File: src/rtl/fetch_controller_pkg.sv
// Shared definitions for the instruction-fetch path: sequencer state
// encodings and the PC step between consecutive instruction words.
package fetch_controller_pkg;

  typedef enum logic [1:0] {
    FC_IDLE = 2'd0,
    FC_REQ  = 2'd1,
    FC_DONE = 2'd2,
    FC_ERR  = 2'd3
  } fc_state_e;

  // Byte distance between consecutive 32-bit instruction words.
  localparam int unsigned FC_PC_INCR = 4;

endpackage

File: src/rtl/fetch_watchdog.sv
// Counts consecutive cycles a memory request waits without ack and flags
// expiry in the cycle where the count reaches TIMEOUT, so the request is
// never held for more than TIMEOUT cycles.
module fetch_watchdog #(
  parameter int unsigned TIMEOUT = 15
) (
  input  logic clk,
  input  logic rst_n,
  input  logic run,
  input  logic clear,
  output logic expired
);

  localparam int unsigned CW = (TIMEOUT < 1) ? 1 : $clog2(TIMEOUT + 1);
  localparam logic [CW-1:0] LIMIT = CW'((TIMEOUT == 0) ? 0 : TIMEOUT - 1);

  logic [CW-1:0] cnt_q;
  logic [CW-1:0] cnt_d;

  // Next count: clear wins, otherwise count waiting cycles.
  always_comb begin
    cnt_d = cnt_q;
    if (clear) begin
      cnt_d = '0;
    end else if (run) begin
      cnt_d = cnt_q + 1'b1;
    end
  end

  // This waiting cycle is the TIMEOUT-th one.
  assign expired = run & ~clear & (cnt_q == LIMIT);

  // Counter register with synchronous active-low reset.
  always_ff @(posedge clk) begin
    if (!rst_n) begin
      cnt_q <= '0;
    end else begin
      cnt_q <= cnt_d;
    end
  end

endmodule

File: src/rtl/fetch_controller.sv
// Instruction-fetch sequencer: owns the PC, issues word reads over the
// syn/ack handshake and presents each returned word with its PC to decode
// through a one-entry output register.
//
// Handshakes:
//   memory side: fc_o_syn is a request; a word transfers in a cycle where
//     fc_o_syn & fc_i_ack. fc_i_ack/fc_i_instr/fc_i_last mean nothing while
//     fc_o_syn is low, and syn may drop without ack (cancel).
//   decode side: fc_o_ce marks fc_o_instr/fc_o_pc valid; the item is taken
//     in a cycle where fc_o_ce & ~fc_i_stall.
module fetch_controller
  import fetch_controller_pkg::*;
#(
  parameter int unsigned           IWIDTH   = 32,
  parameter int unsigned           PC_WIDTH = 32,
  parameter int unsigned           DEPTH    = 2,
  parameter logic [PC_WIDTH-1:0]   RESET_PC = '0,
  parameter int unsigned           TIMEOUT  = 15
) (
  input  logic                fc_clk,
  input  logic                fc_rst,
  input  logic                fc_i_ce,
  input  logic                fc_i_stall,
  input  logic                fc_i_flush,
  input  logic [PC_WIDTH-1:0] fc_i_target,
  output logic                fc_o_syn,
  output logic [DEPTH-1:0]    fc_o_addr,
  input  logic                fc_i_ack,
  input  logic [IWIDTH-1:0]   fc_i_instr,
  input  logic                fc_i_last,
  output logic [IWIDTH-1:0]   fc_o_instr,
  output logic [PC_WIDTH-1:0] fc_o_pc,
  output logic                fc_o_ce,
  output logic                fc_o_done,
  output logic                fc_o_err,
  output logic [1:0]          fc_o_dbg_state
);

  fc_state_e state_q, state_d;

  logic [PC_WIDTH-1:0] pc_q, pc_d;
  logic [IWIDTH-1:0]   out_instr_q, out_instr_d;
  logic [PC_WIDTH-1:0] out_pc_q, out_pc_d;
  logic                out_ce_q, out_ce_d;

  logic                blk;
  logic                syn;
  logic                acc;
  logic                wd_run;
  logic                wd_clear;
  logic                wd_expired;
  logic [PC_WIDTH-1:0] flush_pc;
  logic [PC_WIDTH-1:0] pc_inc;

  // Redirect targets are word aligned; the low bits carry no information.
  logic unused_target_lsbs;
  assign unused_target_lsbs = ^fc_i_target[1:0];

  // Handshake qualification: a full, stalled output register or a redirect
  // in progress keeps the request low so nothing can be accepted.
  always_comb begin
    blk      = out_ce_q & fc_i_stall;
    syn      = (state_q == FC_REQ) & fc_i_ce & ~blk & ~fc_i_flush;
    acc      = syn & fc_i_ack;
    wd_run   = syn & ~fc_i_ack;
    wd_clear = acc | ~syn | fc_i_flush;
    flush_pc = {fc_i_target[PC_WIDTH-1:2], 2'b00};
    pc_inc   = pc_q + PC_WIDTH'(FC_PC_INCR);
  end

  fetch_watchdog #(
    .TIMEOUT (TIMEOUT)
  ) u_watchdog (
    .clk     (fc_clk),
    .rst_n   (fc_rst),
    .run     (wd_run),
    .clear   (wd_clear),
    .expired (wd_expired)
  );

  // Next-state logic; a redirect overrides every state.
  always_comb begin
    state_d = state_q;
    if (fc_i_flush) begin
      state_d = fc_i_ce ? FC_REQ : FC_IDLE;
    end else begin
      case (state_q)
        FC_IDLE: begin
          if (fc_i_ce) begin
            state_d = FC_REQ;
          end
        end
        FC_REQ: begin
          if (acc) begin
            state_d = fc_i_last ? FC_DONE : FC_REQ;
          end else if (wd_expired) begin
            state_d = FC_ERR;
          end else if (!fc_i_ce) begin
            state_d = FC_IDLE;
          end
        end
        FC_DONE: state_d = FC_DONE;
        FC_ERR:  state_d = FC_ERR;
        default: state_d = FC_IDLE;
      endcase
    end
  end

  // PC and output register updates: redirect drops the pending item and any
  // same-cycle data, an accepted word replaces the register (even while the
  // old item is being consumed), otherwise a consumed item just empties it.
  always_comb begin
    pc_d        = pc_q;
    out_instr_d = out_instr_q;
    out_pc_d    = out_pc_q;
    out_ce_d    = out_ce_q;
    if (fc_i_flush) begin
      pc_d     = flush_pc;
      out_ce_d = 1'b0;
    end else if (acc) begin
      pc_d        = pc_inc;
      out_instr_d = fc_i_instr;
      out_pc_d    = pc_q;
      out_ce_d    = 1'b1;
    end else if (out_ce_q && !fc_i_stall) begin
      out_ce_d = 1'b0;
    end
  end

  // State and datapath registers with synchronous active-low reset.
  always_ff @(posedge fc_clk) begin
    if (!fc_rst) begin
      state_q     <= FC_IDLE;
      pc_q        <= RESET_PC;
      out_instr_q <= '0;
      out_pc_q    <= '0;
      out_ce_q    <= 1'b0;
    end else begin
      state_q     <= state_d;
      pc_q        <= pc_d;
      out_instr_q <= out_instr_d;
      out_pc_q    <= out_pc_d;
      out_ce_q    <= out_ce_d;
    end
  end

  assign fc_o_syn       = syn;
  assign fc_o_addr      = pc_q[DEPTH+1:2];
  assign fc_o_instr     = out_instr_q;
  assign fc_o_pc        = out_pc_q;
  assign fc_o_ce        = out_ce_q;
  assign fc_o_done      = (state_q == FC_DONE);
  assign fc_o_err       = (state_q == FC_ERR);
  assign fc_o_dbg_state = state_q;

endmodule
File: config.mk
export PLATFORM = sky130hd
export DESIGN_NAME = fetch_controller
export DESIGN_NICKNAME = d
export VERILOG_FILES = /design/src/rtl/fetch_controller_pkg.sv /design/src/rtl/fetch_watchdog.sv /design/src/rtl/fetch_controller.sv
export SDC_FILE = /design/constraint.sdc
export NUM_CORES = 1
export LEC_CHECK = 0
export ABC_AREA = 1
export CAP_MARGIN = 20
export CORE_MARGIN = 5
export CORE_UTILIZATION = 50
export DETAILED_ROUTE_END_ITERATION = 10
export PLACE_DENSITY = 0.94
export RECOVER_POWER = 100
export SLEW_MARGIN = 15
export SYNTH_ARGS = -nofsm -noshare
export SYNTH_HDL_FRONTEND = slang
export SYNTH_SLANG_ARGS = --single-unit
File: constraint.sdc
create_clock -name fc_clk -period 2.6 [get_ports fc_clk]
set_clock_uncertainty 0.2 [all_clocks]
set_input_delay 0.52 -clock fc_clk [delete_from_list [all_inputs] [get_ports fc_clk]]
set_output_delay 0.52 -clock fc_clk [all_outputs]
set_load 0.02 [all_outputs]
---- Yosys cells after proc, flatten, opt, wreduce, memory -nomap -nowiden ----
Index checks and enable logic that the tools add are counted.
word-level totals
  bits in registers ....................... 103
  input bits .............................. 71
  output and inout bits ................... 72
  logic and storage cells ................. 52
cells by class
  add/sub/neg operators ................... 2
  equality and inequality tests ........... 6
  multiplexer cells ....................... 12
  bitwise logic cells ..................... 16
  reduce and logical (&&, ||, !) cells .... 9
operators by type and width
  operator                                               number
  2-to-1 mux 32 bit                                      2
  adder 32 x 3 -> 32 bit, second input constant          1
  2-to-1 mux 2 bit                                       6
  AND 1 bit                                              8
  one-hot mux 2 bit (4 select lines)                     1
  NOT 1 bit                                              6
  inequality test 5 x 4 -> 1 bit, second input constant  1
  adder 4 x 1 -> 4 bit, second input constant            1
  equality test 2 bit, second input constant             2
  equality test 4 bit, second input constant             1
  AND reduction 2 bit                                    2
  nonzero test 2 bit                                     2
  OR reduction 2 bit                                     2
  2-to-1 mux 1 bit                                       3
  inequality test 3 bit, second input constant           1
  equality test 2 x 1 -> 1 bit, second input constant    1
  logical NOT 2 bit                                      1
  bitwise OR 1 bit                                       2
  logical AND 1 bit                                      1
  logical NOT 1 bit                                      1

---- Logic depth before layout (Yosys ltp) ----
Gate-level depths: netlist of run 1.
  word-level depth ........................ 14
  mapped depth ............................ 13
  depth with buffers taken out ............ 12

---- Hierarchy ----
A second synthesis of run 1 with hierarchy kept.
unflattened totals
  cells, all modules ...................... 717
  area total of the unflattened synthesis .. 4747.1 um2
by module, submodules not included
  module            times used  cells an instance  area each (um2)  sequential area each (um2)
  fetch_controller  1           691                4553.1           1901.8
  fetch_watchdog    1           26                 193.9            80.1

---- Least setup slack after synthesis of run 1 ----
OpenSTA, ideal clock, no wires.
  kind .................................... input-to-reg
  from .................................... input port fc_i_flush
  to ...................................... register pc_q[23]
  setup time .............................. 109 ps
  arrival time ............................ 1541 ps
  data required time ...................... 2291 ps
  slack ................................... 750 ps
  cell stages on the path ................. 13
  buffers on the path ..................... 2
  cells stage by stage .................... buf_6 -> inv_4 -> nand2_2 -> nor2_4 -> nand3_4 -> nand2_2 -> inv_2 -> buf_2 -> nand2_1 -> nand2_1 -> nand3b_1 -> nand2_1 -> inv_1
between the ends
  cells in the longest elaborated chain, start to end .. 4
  elaborated cells between the ends (all ways) .. 5
  classes of those cells .................. mux: 1; bitwise: 3; reduce/logical: 1
ends and longest elaborated chain
  what                                 line                     RTL
  from (decl)                          fetch_controller.sv:24   input logic fc_i_flush,
  NOT 1 bit (no source line)           --
  AND 1 bit                            fetch_controller.sv:63   syn = (state_q == FC_REQ) & fc_i_ce & ~blk & ~fc_i_flush;
  AND 1 bit                            fetch_controller.sv:64   acc = syn & fc_i_ack;
  nonzero test 2 bit (no source line)  --
  to (signal assigned)                 fetch_controller.sv:140  pc_q <= pc_d;
  to (decl)                            fetch_controller.sv:41   logic [PC_WIDTH-1:0] pc_q, pc_d;
Parallel ways exist; a longest one is shown, timed or not.
A chain may end at the register's enable or synchronous reset.

---- Worst setup path in the final report of run 1 ----
  from .................................... input port fc_i_flush
  to ...................................... output port fc_o_syn
between the ends
  cells in the longest elaborated chain, start to end .. 2
ends and longest elaborated chain
  what                        line                    RTL
  NOT 1 bit (no source line)  --
  AND 1 bit                   fetch_controller.sv:63
  to (decl)                   fetch_controller.sv:26  output logic fc_o_syn,
No other way between the ends.

==> impl_metrics.py, run 1 <==
metrics = {
    "setup_path": {
        "path_cells": "clkdlybuf4s50_1, inv_4, nand2_1, nor2_4, nand2_1, inv_1, dlygate4sd2_1",
        "critical-path-top-delay-family": "buffers and inverters",
        "crit_path_max_incr_delay_ns": 0.46,
        "critPathBufInv": 4,
        "crit_slowest_cell": "clkdlybuf4s50_1",
        "cp_max_fo": 2,
        "startpoint_type": "input pin",
        "crit_required_ns": 1.88,
        "crit_top_cell": "nand2_1",
        "end_kind": "primary output",
        "critical_path_arrival_ns": 1.69,
        "criticalPathCategory": "input pin to primary output",
    },
    "detailed_routing": {
        "routed_wl_microns": 13000,
        "via_count": 4733,
        "antenna_left": 0,
        "dr.pass1.iters": 7,
        "drtIter0Drc": 270,
        "wire_per_inst_microns": 14.5,
        "via_per_inst": 5.25,
        "drc_errors": 0,
    },
    "placement": {
        "post-place-ws_ns": -0.0726,
        "portBuffers": 138,
        "hpwl_microns": 9520,
        "routabilityCongestion": 0.875,
        "dpl_cell_area_sq_um": 6100,
        "dp.cells": 885,
    },
    "logic_synthesis": {
        "ys_seq_area_share_pct": 42.4,
        "syn_area_sq_um": 4670,
        "syn_inst": 660,
        "synth_cell_types": 38,
        "synthFlopType": "dfxtp_1",
        "synth_seq_cells": 99,
        "synth_warnings": 0,
        "synth_edf_count": 0,
        "synth.avg_cell_area_sq_um": 7.07,
        "async_flop_share_pct": 0,
    },
    "timing": {
        "finalCriticalPeriod_ns": 2.41,
        "tightest_slew_ns": 0.824,
        "rsz0062_at_grt": "no",
        "setup_viol": 0,
        "fmax_mhz": 414,
        "setup_tns_ns": 0,
        "slew_headroom_pct": 45.0,
        "finalHoldViolations": 0,
        "drv_slew": 0,
        "fin_hold_ws_ns": 0.278,
        "fin_ws_ns": 0.186,
        "finalCritPeriodShare_pct": 92.8,
    },
    "clock_tree": {
        "cts_tree": "done",
        "cts_root_buffer": "clkbuf_8",
        "clkTransAtPathRegs_ns": 0.10,
        "cts_buffer_depth": 2,
        "cts_buffers": 9,
        "cts.sinks": 99,
        "h-tree-depth": 3,
        "clk_latency_ns": 0.36,
        "cts_setup_buffers": 0,
    },
    "global_route": {
        "grt_use_total_pct": 22.9,
        "grt-ovfl-total": 0,
        "grt_pass1_wl_microns": 21400,
        "grt_pass1_vias": 4698,
        "antenna_found_initial": 0,
        "grt_max_degree": 57,
    },
    "cells_and_area": {
        "drive_above_1_share_pct": 6.46,
        "nets": 859,
        "regArea_sq_um": 1980,
        "multi_input_area_sq_um": 2210,
        "fin_cells": 901,
        "nFillCells": 746,
        "fin_area_sq_um": 6250,
        "diodes": 0,
        "area_growth_pct": 33.8,
    },
    "power_and_ir_drop": {
        "p_leak_uw": 0.00274,
        "ir_drop_mv": 0.261,
        "powerDensity_nw_per_um2": 475,
    },
    "hold_path": {
        "min_path_type": "flip-flop to flip-flop",
    },
    "floorplanning": {
        "dieArea_sq_um": 11400,
        "row_count": 35,
        "core_sq_um": 9150,
        "io_pins": 143,
        "die_w_microns": 107,
        "die_h_microns": 107,
        "initial_utilization_pct": 51.0,
    },
    "status": {
        "status": "completed",
    },
    "run": {
        "maxCapViolCount": 0,
    },
}
## through the flow
stage	utilization (%)	total power, uW
2_1_floorplan	-	1870
3_3_place_gp	66.6	2070
3_5_place_dp	66.6	2090
4_1_cts	68.6	3000
5_1_grt	68.2	3100
6_report	68.2	2970
## report_power, final
| group | total, uW | switching (uW) | internal (uW) | leakage (uW) |
|---|---|---|---|---|
| logic | 419 | 216 | 203 | 0.00185 |
| registers | 1620 | 47.9 | 1570 | 0.000806 |
| clock network | 930 | 568 | 362 | 0.0000868 |
| total | 2970 | 832 | 2130 | 0.00274 |
## placed cells by master, fill, tap and decap left out, types with 2 or more instances in the layout
cell             count
nor3_4               2
nand3_1             32
inv_6                3
buf_4                8
clkdlybuf4s50_1     67
nand3_4              3
dlygate4sd3_1       69
xnor2_1              2
o21ai_1              2
dfxtp_1             99
nor2_1             140
nor2_2               5
o221ai_1             2
nor3_1               9
o211a_1              2
nand3b_1             4
nand3_2              2
inv_1               62
nand2_2              2
conb_1               2
clkbuf_8             9
clkbuf_2             2
buf_12               2
o211ai_2             2
a31oi_1              5
nor2_4               4
a211oi_1             4
clkinvlp_4           2
ha_1                 3
a21oi_1             24
o211ai_1             4
nand2_1            119
o21ai_0             72
nand4_1              6
xor2_1               5
clkinv_4             2
## repair_timing
| action | 4_1_cts | 5_1_grt |
|---|---|---|
| endpoints found under the hold margin | 0 | 0 |
| setup endpoints to repair | 1 | 0 |
| resized for setup | 1 | 0 |
| hold buffers | 0 | 0 |
## sequential cells by signal, summed over array words and instances (netlist names)
name              count
fc_o_ce               1
fc_o_dbg_state        2
fc_o_instr           32
fc_o_pc              30
pc_q                 30
u_watchdog.cnt_q      4
## kinds of logic after synthesis
logic type | after synthesis | share of synthesized area [%]
other | 1 | 0.0803
flip-flops | 99 | 42.4
AO/OA/AOI/OAI | 119 | 14.3
buffers and inverters | 102 | 9.99
adder cells (fa/ha/maj) | 3 | 0.804
XOR/XNOR | 7 | 1.31
AND/OR/NAND/NOR | 329 | 31.1
## per-layer routing
metal	vias to the layer above	GRT usage, %	wire, microns	share of wire, %
met1	2140	28.1	5440	42
met4	0	7.95	229	1.8
met2	206	40.3	6410	49
met3	24	3.97	948	7.3
met5	-	0	0	0
li1	2363	-	-	-
## final timing paths
kind	startpoint	end	slack [ns]	cells past startpoint
max	fc_i_flush	fc_o_syn	0.19	7
min	u_watchdog.cnt_q[0]	u_watchdog.cnt_q[0]	0.28	1
max reg2reg	fc_o_dbg_state[1]	pc_q[29]	0.46	11
min reg2reg	u_watchdog.cnt_q[0]	u_watchdog.cnt_q[0]	0.28	1
## cells in the mapped netlist (5+ instances only)
| cell | instances | area share [%] |
|---|---|---|
| inv_1 | 61 | 4.9 |
| buf_4 | 6 | 0.96 |
| nor2_1 | 139 | 11 |
| nor2_2 | 6 | 0.80 |
| buf_2 | 11 | 1.2 |
| buf_6 | 6 | 1.4 |
| xor2_1 | 5 | 0.94 |
| nand2_1 | 117 | 9.4 |
| nand3_1 | 32 | 3.4 |
| nor3_1 | 9 | 0.96 |
| nand4_1 | 6 | 0.80 |
| a31oi_1 | 5 | 0.67 |
| a21oi_1 | 24 | 2.6 |
| dfxtp_1 | 99 | 42 |
| o21ai_0 | 70 | 7.5 |
| clkbuf_1 | 14 | 1.1 |
## final cells by class
class,instances,area share [%]
sequential,99,31.7
inverter,64,3.89
multi-input combinational,460,35.4
tap,111,2.22
clock buffer,9,1.98
timing repair buffer,151,23.8
clock inverter,7,0.942
(Power assumes the default switching activity.)
==> run 2: changes to the inputs <==
--- a/config.mk
+++ b/config.mk
@@ -7,12 +7,13 @@
 export LEC_CHECK = 0
 export ABC_AREA = 1
 export CAP_MARGIN = 20
-export CORE_MARGIN = 5
+export CORE_MARGIN = 10
 export CORE_UTILIZATION = 50
 export DETAILED_ROUTE_END_ITERATION = 10
-export PLACE_DENSITY = 0.94
+export PLACE_DENSITY = 0.93
 export RECOVER_POWER = 100
 export SLEW_MARGIN = 15
 export SYNTH_ARGS = -nofsm -noshare
 export SYNTH_HDL_FRONTEND = slang
+export SYNTH_HIERARCHICAL = 1
 export SYNTH_SLANG_ARGS = --single-unit
==> run 2 against run 1 <==
Compared with the run above:
- fmax grew 0.96%
- highest routed layer unchanged
- synthesized cell count grew 8.6%
- clock-buffer cell count did not move
- cell count rose by 9.0%
- routed wire length up 4.0%
- power is 2.2% higher
- global-route usage down 4.1 points
- critical path depth unchanged
- first-iteration DRC count rose by 70%
- critical path type unchanged
- largest power group unchanged
- core utilization grew 1.5 points
- sequential power hardly changed
==> impl_metrics.py, run 2 <==
metrics = {
    "cells_and_area": {
        "area_growth_pct": 35.7,
        "mostFrequentLayoutCell": "nor2_1",
        "layout_common_cells": "nor2_1 (156), nand2_1 (147), dfxtp_1 (99)",
        "diodes": 0,
        "nFillCells": 762,
        "drive_above_1_share_pct": 4.57,
        "nets": 922,
        "largest_reg_flops": 32,
        "final_util_pct": 69.7,
        "fin_cells": 982,
    },
    "clock_tree": {
        "cts-resized-gates": 1,
        "cts_root_buffer": "clkbuf_8",
        "h-tree-depth": 3,
        "cts_tree": "done",
        "cts.sinks": 99,
        "cts_buffers": 9,
        "clkTransAtPathRegs_ns": 0.10,
        "cts_setup_buffers": 0,
        "cts_buffer_depth": 2,
        "clk_latency_ns": 0.37,
        "cts_hold_buf": 0,
    },
    "detailed_routing": {
        "via_count": 4966,
        "antenna_left": 0,
        "drc_errors": 0,
        "routed_wl_microns": 13500,
        "drtIter0Drc": 459,
        "wire_per_inst_microns": 13.8,
        "dr.pass1.iters": 7,
        "via_per_inst": 5.06,
    },
    "power_and_ir_drop": {
        "powerDensity_nw_per_um2": 470,
        "ir_drop_mv": 0.271,
        "p_leak_uw": 0.00287,
        "design_power_total_uw": 3030,
    },
    "global_route": {
        "grt_use_total_pct": 18.8,
        "grt_max_degree": 69,
        "grt-ovfl-total": 0,
        "grt_pass1_wl_microns": 22300,
        "antenna_found_initial": 0,
        "grt_pass1_vias": 4674,
    },
    "timing": {
        "tightest_slew_ns": 0.713,
        "setup_viol": 0,
        "fmax_mhz": 418,
        "rsz0062_at_grt": "no",
        "finalCritPeriodShare_pct": 92.0,
        "finalCriticalPeriod_ns": 2.39,
        "finalHoldViolations": 0,
        "fin_hold_ws_ns": 0.283,
        "slew_headroom_pct": 52.1,
        "drv_slew": 0,
        "setup_tns_ns": 0,
    },
    "setup_path": {
        "end_kind": "primary output",
        "startpoint_type": "input pin",
        "criticalPathCategory": "input pin to primary output",
        "critical_path_arrival_ns": 1.67,
        "cp_max_fo": 2,
        "crit_required_ns": 1.88,
    },
    "placement": {
        "hpwl_microns": 9880,
        "dp.cells": 966,
        "routabilityCongestion": 0.884,
        "portBuffers": 138,
    },
    "logic_synthesis": {
        "synth.most_common_cell": "nor2_1",
        "synth_largest_area_cell": "dfxtp_1",
        "synth_edf_count": 0,
        "synthTopCellsByArea": "dfxtp_1 (42%), nor2_1 (12%), nand2_1 (12%), o21ai_0 (6.9%), inv_1 (6.0%)",
        "synth_cell_types": 32,
        "syn_inst": 717,
        "synthFlopType": "dfxtp_1",
        "ys_seq_area_share_pct": 41.8,
        "async_flop_share_pct": 0,
        "synth_warnings": 6,
        "synth_top_area_share_pct": 41.8,
        "synth.avg_cell_area_sq_um": 6.62,
        "syn_area_sq_um": 4750,
        "synthTopCellsByCount": "nor2_1 (154), nand2_1 (147), dfxtp_1 (99), inv_1 (76), o21ai_0 (65)",
        "synth_seq_cells": 99,
    },
    "hold_path": {
        "min_path_type": "flip-flop to flip-flop",
    },
    "floorplanning": {
        "die_h_microns": 117,
        "io_pins": 143,
        "dieArea_sq_um": 13800,
        "die_w_microns": 117,
        "core_sq_um": 9240,
        "row_count": 35,
        "initial_utilization_pct": 51.4,
    },
    "status": {
        "status": "completed",
    },
    "run": {
        "maxCapViolCount": 0,
    },
}
## run 2: stage by stage
step / setup WS [ns] / cell area [sq um]
6_report: 0.209 / 6440
4_1_cts: 0.186 / 6480
3_3_place_gp: -0.0507 / 6280
3_5_place_dp: -0.0828 / 6280
5_1_grt: 0.0781 / 6440
2_1_floorplan: 0.365 / 4750
## run 2: per-layer routing
| layer | vias up | wire length (microns) | track usage, % |
|---|---|---|---|
| li1 | 2535 | - | - |
| met4 | 0 | 255 | 5.87 |
| met2 | 224 | 6160 | 30.5 |
| met1 | 2180 | 5980 | 23.8 |
| met5 | - | 0 | 0 |
| met3 | 27 | 1160 | 4.51 |
## run 2: path summary, 6_finish.rpt
| check | from | to | slack (ns) | cells past startpoint |
|---|---|---|---|---|
| max | fc_i_flush | fc_o_syn | 0.21 | 7 |
| min | fc_o_instr[23] | fc_o_instr[23] | 0.28 | 2 |
| max reg2reg | fc_o_dbg_state[1] | pc_q[25] | 0.38 | 11 |
| min reg2reg | fc_o_instr[23] | fc_o_instr[23] | 0.28 | 2 |
## run 2: area by class of cell
cell class	instances	area (sq um)	share of cell area [%]
clock inverter	7	78.8	1.22
multi-input combinational	504	2280	35.3
tap	129	161	2.50
inverter	78	293	4.54
sequential	99	1980	30.8
timing repair buffer	156	1530	23.7
clock buffer	9	124	1.92
## run 2: critical path, stage by stage
cell and delay, ns:
clkdlybuf4s50_1 0.42, inv_1 0.08, nand2_1 0.10, nor2_4 0.10, nand2_1 0.07, inv_1 0.06, dlygate4sd2_1 0.33
## run 2: kinds of logic (layout without fill, tap and decap cells)
| group | count (synthesis) | in the layout | share of synthesized area [%] |
|---|---|---|---|
| adder cells (fa/ha/maj) | 3 | 3 | 0.791 |
| AO/OA/AOI/OAI | 109 | 109 | 12.2 |
| AND/OR/NAND/NOR | 382 | 382 | 33.7 |
| other | 1 | 2 | 0.0790 |
| XOR/XNOR | 8 | 8 | 1.48 |
| flip-flops | 99 | 99 | 41.8 |
| buffers and inverters | 115 | 250 | 9.99 |
## run 2: power breakdown
part           internal [uW]  switching, uW  total (uW)
Clock                    382            614         996
Sequential              1570           47.2        1620
Combinational            204            215         419
Total                   2150            876        3030
==> run 3: changes to the inputs <==
--- a/config.mk
+++ b/config.mk
@@ -6,7 +6,6 @@
 export NUM_CORES = 1
 export LEC_CHECK = 0
 export ABC_AREA = 1
-export CAP_MARGIN = 20
 export CORE_MARGIN = 10
 export CORE_UTILIZATION = 50
 export DETAILED_ROUTE_END_ITERATION = 10
==> results of run 3 <==
Final layout, timing and power as in run 2 (identical DEF).
